**src/rtl/acc_job_sched.sv**
```systemverilog
// acc_job_sched: queues (iters, reads) accumulation jobs, configures ACC with
// one job at a time, gates producer beats to exactly iters*reads per job and
// counts ACC output beats to detect job completion.
module acc_job_sched #(
  parameter int LOG_MAX_ITERS          = 16,
  parameter int LOG_MAX_READS_PER_ITER = 16,
  parameter int JOB_SLOTS              = 4,
  parameter int LOG_JOB_SLOTS          = 2
) (
  input  logic                              clk,
  input  logic                              rst,
  input  logic                              job_valid,
  input  logic [LOG_MAX_ITERS-1:0]          job_iters,
  input  logic [LOG_MAX_READS_PER_ITER-1:0] job_reads,
  output logic                              job_ready,
  output logic                              acc_configure,
  output logic [LOG_MAX_ITERS-1:0]          acc_num_iters,
  output logic [LOG_MAX_READS_PER_ITER-1:0] acc_num_reads_per_iter,
  input  logic                              up_valid,
  output logic                              up_avail,
  output logic                              acc_valid_in,
  input  logic                              acc_avail_out,
  input  logic                              acc_valid_out,
  output logic                              job_done,
  output logic                              err_zero,
  output logic                              err_spurious,
  output logic                              busy,
  output logic [15:0]                       jobs_done_count
);

  localparam int LI = LOG_MAX_ITERS;
  localparam int LR = LOG_MAX_READS_PER_ITER;
  localparam int LP = LI + LR;
  localparam logic [LOG_JOB_SLOTS:0]   FULL_CNT = (LOG_JOB_SLOTS+1)'(JOB_SLOTS);
  localparam logic [LOG_JOB_SLOTS-1:0] LAST_PTR = LOG_JOB_SLOTS'(JOB_SLOTS-1);

  typedef enum logic [1:0] {S_IDLE, S_CONFIG, S_RUN, S_DONE} state_t;

  state_t                  r_state;
  logic [LI-1:0]           r_q_iters [JOB_SLOTS];
  logic [LR-1:0]           r_q_reads [JOB_SLOTS];
  logic [LOG_JOB_SLOTS-1:0] r_wr_ptr, r_rd_ptr;
  logic [LOG_JOB_SLOTS:0]  r_count;
  logic [LI-1:0]           r_acc_iters;
  logic [LR-1:0]           r_acc_reads;
  logic [LP-1:0]           r_in_rem;
  logic [LR-1:0]           r_out_rem;
  logic                    r_err_zero;
  logic                    r_err_spurious;
  logic [15:0]             r_jobs_done_count;

  logic          w_push, w_pop, w_gate, w_run, w_head_zero;
  logic [LI-1:0] w_head_iters;
  logic [LR-1:0] w_head_reads;
  logic [LP-1:0] w_head_prod;

  // queue handshake and head-of-queue decode
  assign job_ready    = (r_count != FULL_CNT);
  assign w_push       = job_valid & job_ready;
  assign w_pop        = (r_state == S_IDLE) && (r_count != '0);
  assign w_head_iters = r_q_iters[r_rd_ptr];
  assign w_head_reads = r_q_reads[r_rd_ptr];
  assign w_head_prod  = LP'(w_head_iters) * LP'(w_head_reads);
  assign w_head_zero  = (w_head_iters == '0) || (w_head_reads == '0);

  // flow gate: only open in RUN while input beats remain for this job
  assign w_run        = (r_state == S_RUN);
  assign w_gate       = w_run && (r_in_rem != '0);
  assign acc_valid_in = up_valid & w_gate;
  assign up_avail     = acc_avail_out & w_gate;

  assign acc_configure          = (r_state == S_CONFIG);
  assign job_done               = (r_state == S_DONE);
  assign busy                   = (r_state != S_IDLE) || (r_count != '0);
  assign acc_num_iters          = r_acc_iters;
  assign acc_num_reads_per_iter = r_acc_reads;
  assign err_zero               = r_err_zero;
  assign err_spurious           = r_err_spurious;
  assign jobs_done_count        = r_jobs_done_count;

  // job FIFO: storage is not reset, only pointers and occupancy
  always_ff @(posedge clk) begin
    if (rst) begin
      r_wr_ptr <= '0;
      r_rd_ptr <= '0;
      r_count  <= '0;
    end else begin
      if (w_push) begin
        r_q_iters[r_wr_ptr] <= job_iters;
        r_q_reads[r_wr_ptr] <= job_reads;
        r_wr_ptr <= (r_wr_ptr == LAST_PTR) ? '0 : r_wr_ptr + 1'b1;
      end
      if (w_pop)
        r_rd_ptr <= (r_rd_ptr == LAST_PTR) ? '0 : r_rd_ptr + 1'b1;
      case ({w_push, w_pop})
        2'b10:   r_count <= r_count + 1'b1;
        2'b01:   r_count <= r_count - 1'b1;
        default: r_count <= r_count;
      endcase
    end
  end

  // job FSM: pop/latch in IDLE, configure pulse, run with beat counting, done
  always_ff @(posedge clk) begin
    if (rst) begin
      r_state           <= S_IDLE;
      r_acc_iters       <= '0;
      r_acc_reads       <= '0;
      r_in_rem          <= '0;
      r_out_rem         <= '0;
      r_err_zero        <= 1'b0;
      r_err_spurious    <= 1'b0;
      r_jobs_done_count <= '0;
    end else begin
      r_err_zero     <= 1'b0;
      r_err_spurious <= acc_valid_out & ~w_run;
      case (r_state)
        S_IDLE: begin
          if (w_pop) begin
            r_acc_iters <= w_head_iters;
            r_acc_reads <= w_head_reads;
            r_in_rem    <= w_head_prod;
            r_out_rem   <= w_head_reads;
            if (w_head_zero) r_err_zero <= 1'b1;
            else             r_state    <= S_CONFIG;
          end
        end
        S_CONFIG: r_state <= S_RUN;
        S_RUN: begin
          if (acc_valid_in) r_in_rem <= r_in_rem - 1'b1;
          if (acc_valid_out) begin
            r_out_rem <= r_out_rem - 1'b1;
            if (r_out_rem == LR'(1)) r_state <= S_DONE;
          end
        end
        S_DONE: begin
          r_jobs_done_count <= r_jobs_done_count + 16'd1;
          r_state           <= S_IDLE;
        end
        default: r_state <= S_IDLE;
      endcase
    end
  end

endmodule
```
**config.mk**
```make
export PLATFORM = sky130hd
export DESIGN_NAME = acc_job_sched
export DESIGN_NICKNAME = d
export VERILOG_FILES = /design/src/rtl/acc_job_sched.sv
export SDC_FILE = /design/constraint.sdc
export NUM_CORES = 1
export LEC_CHECK = 0
export BUFFER_PORTS_ARGS = -buffer_cell sky130_fd_sc_hd__buf_2
export CORE_ASPECT_RATIO = 1.75
export CORE_MARGIN = 5
export CORE_UTILIZATION = 63
export DETAILED_ROUTE_END_ITERATION = 8
export GPL_TIMING_DRIVEN = 1
export PLACE_DENSITY_LB_ADDON = 0.25
export SLEW_MARGIN = 5
export SYNTH_ARGS = -nofsm -noshare
export SYNTH_HDL_FRONTEND = slang
export SYNTH_SLANG_ARGS = --single-unit
```
**constraint.sdc**
```tcl
create_clock -name clk -period 9.4 [get_ports clk]
set_input_delay 1.41 -clock clk [delete_from_list [all_inputs] [get_ports clk]]
set_output_delay 1.41 -clock clk [all_outputs]
set_load 0.01 [all_outputs]
```
==> impl_metrics.py <==
metrics = {
    "timing": {
        "min_period_over_period_pct": 81.7,
        "fin_skew_ns": 0.0223,
        "slew_viol_final": 0,
        "rsz0062_at_grt": "no",
        "worst_pin_slew_ns": 1.20,
        "finalSetupViolCount": 0,
        "max_freq_ghz": 0.130,
        "tns_ns": 0,
        "timing.hold.ws_ns": 0.461,
        "hold_viol": 0,
        "fin_crit_ns": 7.68,
        "slew_headroom_pct": 19.9,
    },
    "synth": {
        "synth_flop_cell": "edfxtp_1",
        "ys_ff_latch": 237,
        "syn_nets": 2280,
        "seq_area_frac_synth_pct": 32.0,
        "synth_edf_count": 128,
        "synthArstFlopShare_pct": 0,
        "yosys.area.top_type": "fa_1",
        "synth.avg_cell_area_sq_um": 9.77,
        "syn-instance-count": 1928,
        "netlist_area_sq_um": 18800,
        "ys_top_cells_by_area": "fa_1 21%, edfxtp_1 20%, dfxtp_1 12%",
        "synthDistinctLibCells": 70,
        "yosysWarnings": 0,
        "synth_top_area_share_pct": 20.7,
    },
    "grt": {
        "grt_pass1_wl_mm": 78.2,
        "overflow": 0,
        "first_global_vias": 15100,
        "grt_max_degree": 97,
        "track_usage_pct": 29.3,
        "antenna_found_initial": 1,
    },
    "routing": {
        "top_layer": "met4",
        "drt-pass1-iter-count": 5,
        "drt_iter0_markers": 1061,
        "wirelength_met1_mm": 17.6,
        "wl_met2_mm": 25.4,
        "drt_drc_violations_left": 0,
        "ant_nets": 0,
        "via_count": 14400,
        "via_per_inst": 6.08,
        "wl_met3_mm": 2.80,
        "wirelength_mm": 48.9,
        "wl_per_cell_um": 20.7,
    },
    "placement": {
        "hpwl_mm": 35.5,
        "place_area_sq_um": 19500,
        "dp_cells": 2325,
        "io_buffers": 93,
        "gp_congestion": 0.936,
    },
    "die": {
        "die_y_um": 239,
        "start_util_pct": 64.1,
        "die-area_sq_um": 33600,
        "pin_count": 94,
        "die_w_um": 141,
        "rows": 83,
        "core-area_sq_um": 29400,
    },
    "worst_setup_path": {
        "r2r-end": "r_in_rem[29]",
        "crit_arrival_ns": 8.06,
        "cp_slowest_stage_delay_ns": 0.90,
        "crit_top_cell": "fa_1",
        "cpMaxStageDelayCell": "dfxtp_2",
        "cp_max_fo": 28,
        "worstPathCellList": "buf_12 -> mux2_2 -> o21ai_1 -> nor2_1 -> fa_1 -> fa_1 -> fa_1 -> fa_1 -> fa_1 -> inv_1 -> fa_1 -> inv_1 -> ha_1 -> a21o_1 -> a31o_2 -> a22o_1 -> a31o_2 -> a211o_1 -> a21oi_1 -> mux2i_1 -> a21oi_1",
        "crit_type": "flop to flop",
        "required_ns": 9.78,
        "critPathCaptureType": "flop",
        "worstRegToRegCells": 21,
        "r2r_setup_slack_ns": 1.72,
        "cp-start-kind": "flop",
        "setup.worst_path.end": "r_in_rem[29]",
    },
    "cts": {
        "holdBufCountCts": 0,
        "clkTransAtPathRegs_ns": 0.07,
        "clock_latency_ns": 0.54,
        "root_buffer": "clkbuf_16",
        "postCtsSetupBuffers": 0,
        "numCtsBuffers": 22,
        "cts_sinks": 237,
        "clk_path_buf_depth": 3,
        "cts_tree": "done",
        "h-tree-depth": 1,
        "cts_resized": 0,
    },
    "final_layout": {
        "nFillCells": 2186,
        "fin_area_sq_um": 20300,
        "layout_commonest_cell": "nand2_1",
        "finalNetCount": 2319,
        "most-common-layout-cells": "291 x nand2_1, 251 x inv_1, 195 x fa_1, 150 x nor2_1, 128 x edfxtp_1",
        "synthToLayoutAreaGrowth_pct": 7.82,
        "drive_above_1_share_pct": 10.6,
        "stdcell_count": 2366,
    },
    "hold_path": {
        "hp-class": "flop to flop",
    },
    "run_status": {
        "status": "completed",
    },
    "job": {
        "maxCapViolations": 0,
    },
}
## Yosys cell counts, types with 9 or more instances
library cell	count
mux2i_1	18
and2_1	71
dfxtp_1	109
nor3_1	19
nand2_1	291
nand4_1	14
xor2_1	19
mux2_2	10
or3_1	10
a211oi_2	10
a31oi_1	9
a21o_1	9
clkbuf_1	68
and3_1	13
fa_1	195
xnor2_1	20
nor2_1	150
o21ai_0	57
mux4_2	30
o22ai_1	10
edfxtp_1	128
ha_1	119
buf_1	12
o21ai_1	13
a21oi_1	106
nand3_1	25
nor4_1	13
a211oi_1	15
inv_1	251
## worst min path at each step
stage                               startpoint                          to  slack, ns  cells after the start
finish               acc_num_reads_per_iter[1]   acc_num_reads_per_iter[1]       0.46                      2
global route         acc_num_reads_per_iter[1]   acc_num_reads_per_iter[1]       0.49                      2
CTS                 acc_num_reads_per_iter[11]  acc_num_reads_per_iter[11]       0.46                      2
detailed placement           acc_num_iters[12]           acc_num_iters[12]       0.45                      2
global placement    acc_num_reads_per_iter[10]  acc_num_reads_per_iter[10]       0.44                      2
floorplan                        r_out_rem[14]               r_out_rem[14]       0.45                      2
## cell type report
| type | instances | area (sq um) | area share (%) |
|---|---|---|---|
| multi-input combinational | 1347 | 11500 | 56.5 |
| inverter | 252 | 946 | 4.66 |
| antenna | 1 | 2.50 | 0.0123 |
| clock buffer | 29 | 629 | 3.10 |
| clock inverter | 11 | 153 | 0.752 |
| tap | 382 | 478 | 2.35 |
| timing repair buffer | 107 | 586 | 2.88 |
| sequential | 237 | 6030 | 29.7 |
## sequential cells by signal (all words and copies together), names as in the netlist, named ones only
| register | cells |
|---|---|
| r_q_reads | 64 |
| r_out_rem | 16 |
| r_state | 2 |
| jobs_done_count | 16 |
| r_rd_ptr | 2 |
| r_q_iters | 64 |
| acc_num_iters | 16 |
| err_zero | 1 |
| r_wr_ptr | 2 |
| err_spurious | 1 |
| r_count | 3 |
| r_in_rem | 32 |
| acc_num_reads_per_iter | 16 |
## worst max-delay path, delay by kind of cell, from the launching register on
family                   cells  cell delay, ns
adder cells (fa/ha/maj)      7            3.32
AO/OA/AOI/OAI                8            2.15
flip-flops                   1            0.90
multiplexers                 2            0.58
buffers and inverters        3            0.40
AND/OR/NAND/NOR              1            0.16
## stage by stage
| step | setup slack [ns] | util [%] |
|---|---|---|
| floorplan | 2.05 | - |
| global placement | 1.78 | 66.4 |
| detailed placement | 1.73 | 66.4 |
| finish | 1.72 | 69.1 |
| global route | 1.18 | 69.1 |
| CTS | 1.67 | 69.1 |
## layer usage
metal  up-vias  GRT usage, %
li1       6489             -
met1      7133          33.9
met2       586          53.1
met3       174          3.24
met4         0          15.5
met5         -             0
## logic make-up after synthesis
family,count (synthesis),synth area share (%)
simple gates,647,15.6
xor+xnor,39,1.81
mux,58,5.14
fa+ha+maj,314,28.6
buf+inv,344,7.08
flops,237,32.0
compound gates,289,9.70
Power is left out: the tool's default activity adds up to more than one toggle a clock period on the data nets, which glitch-free logic cannot reach.
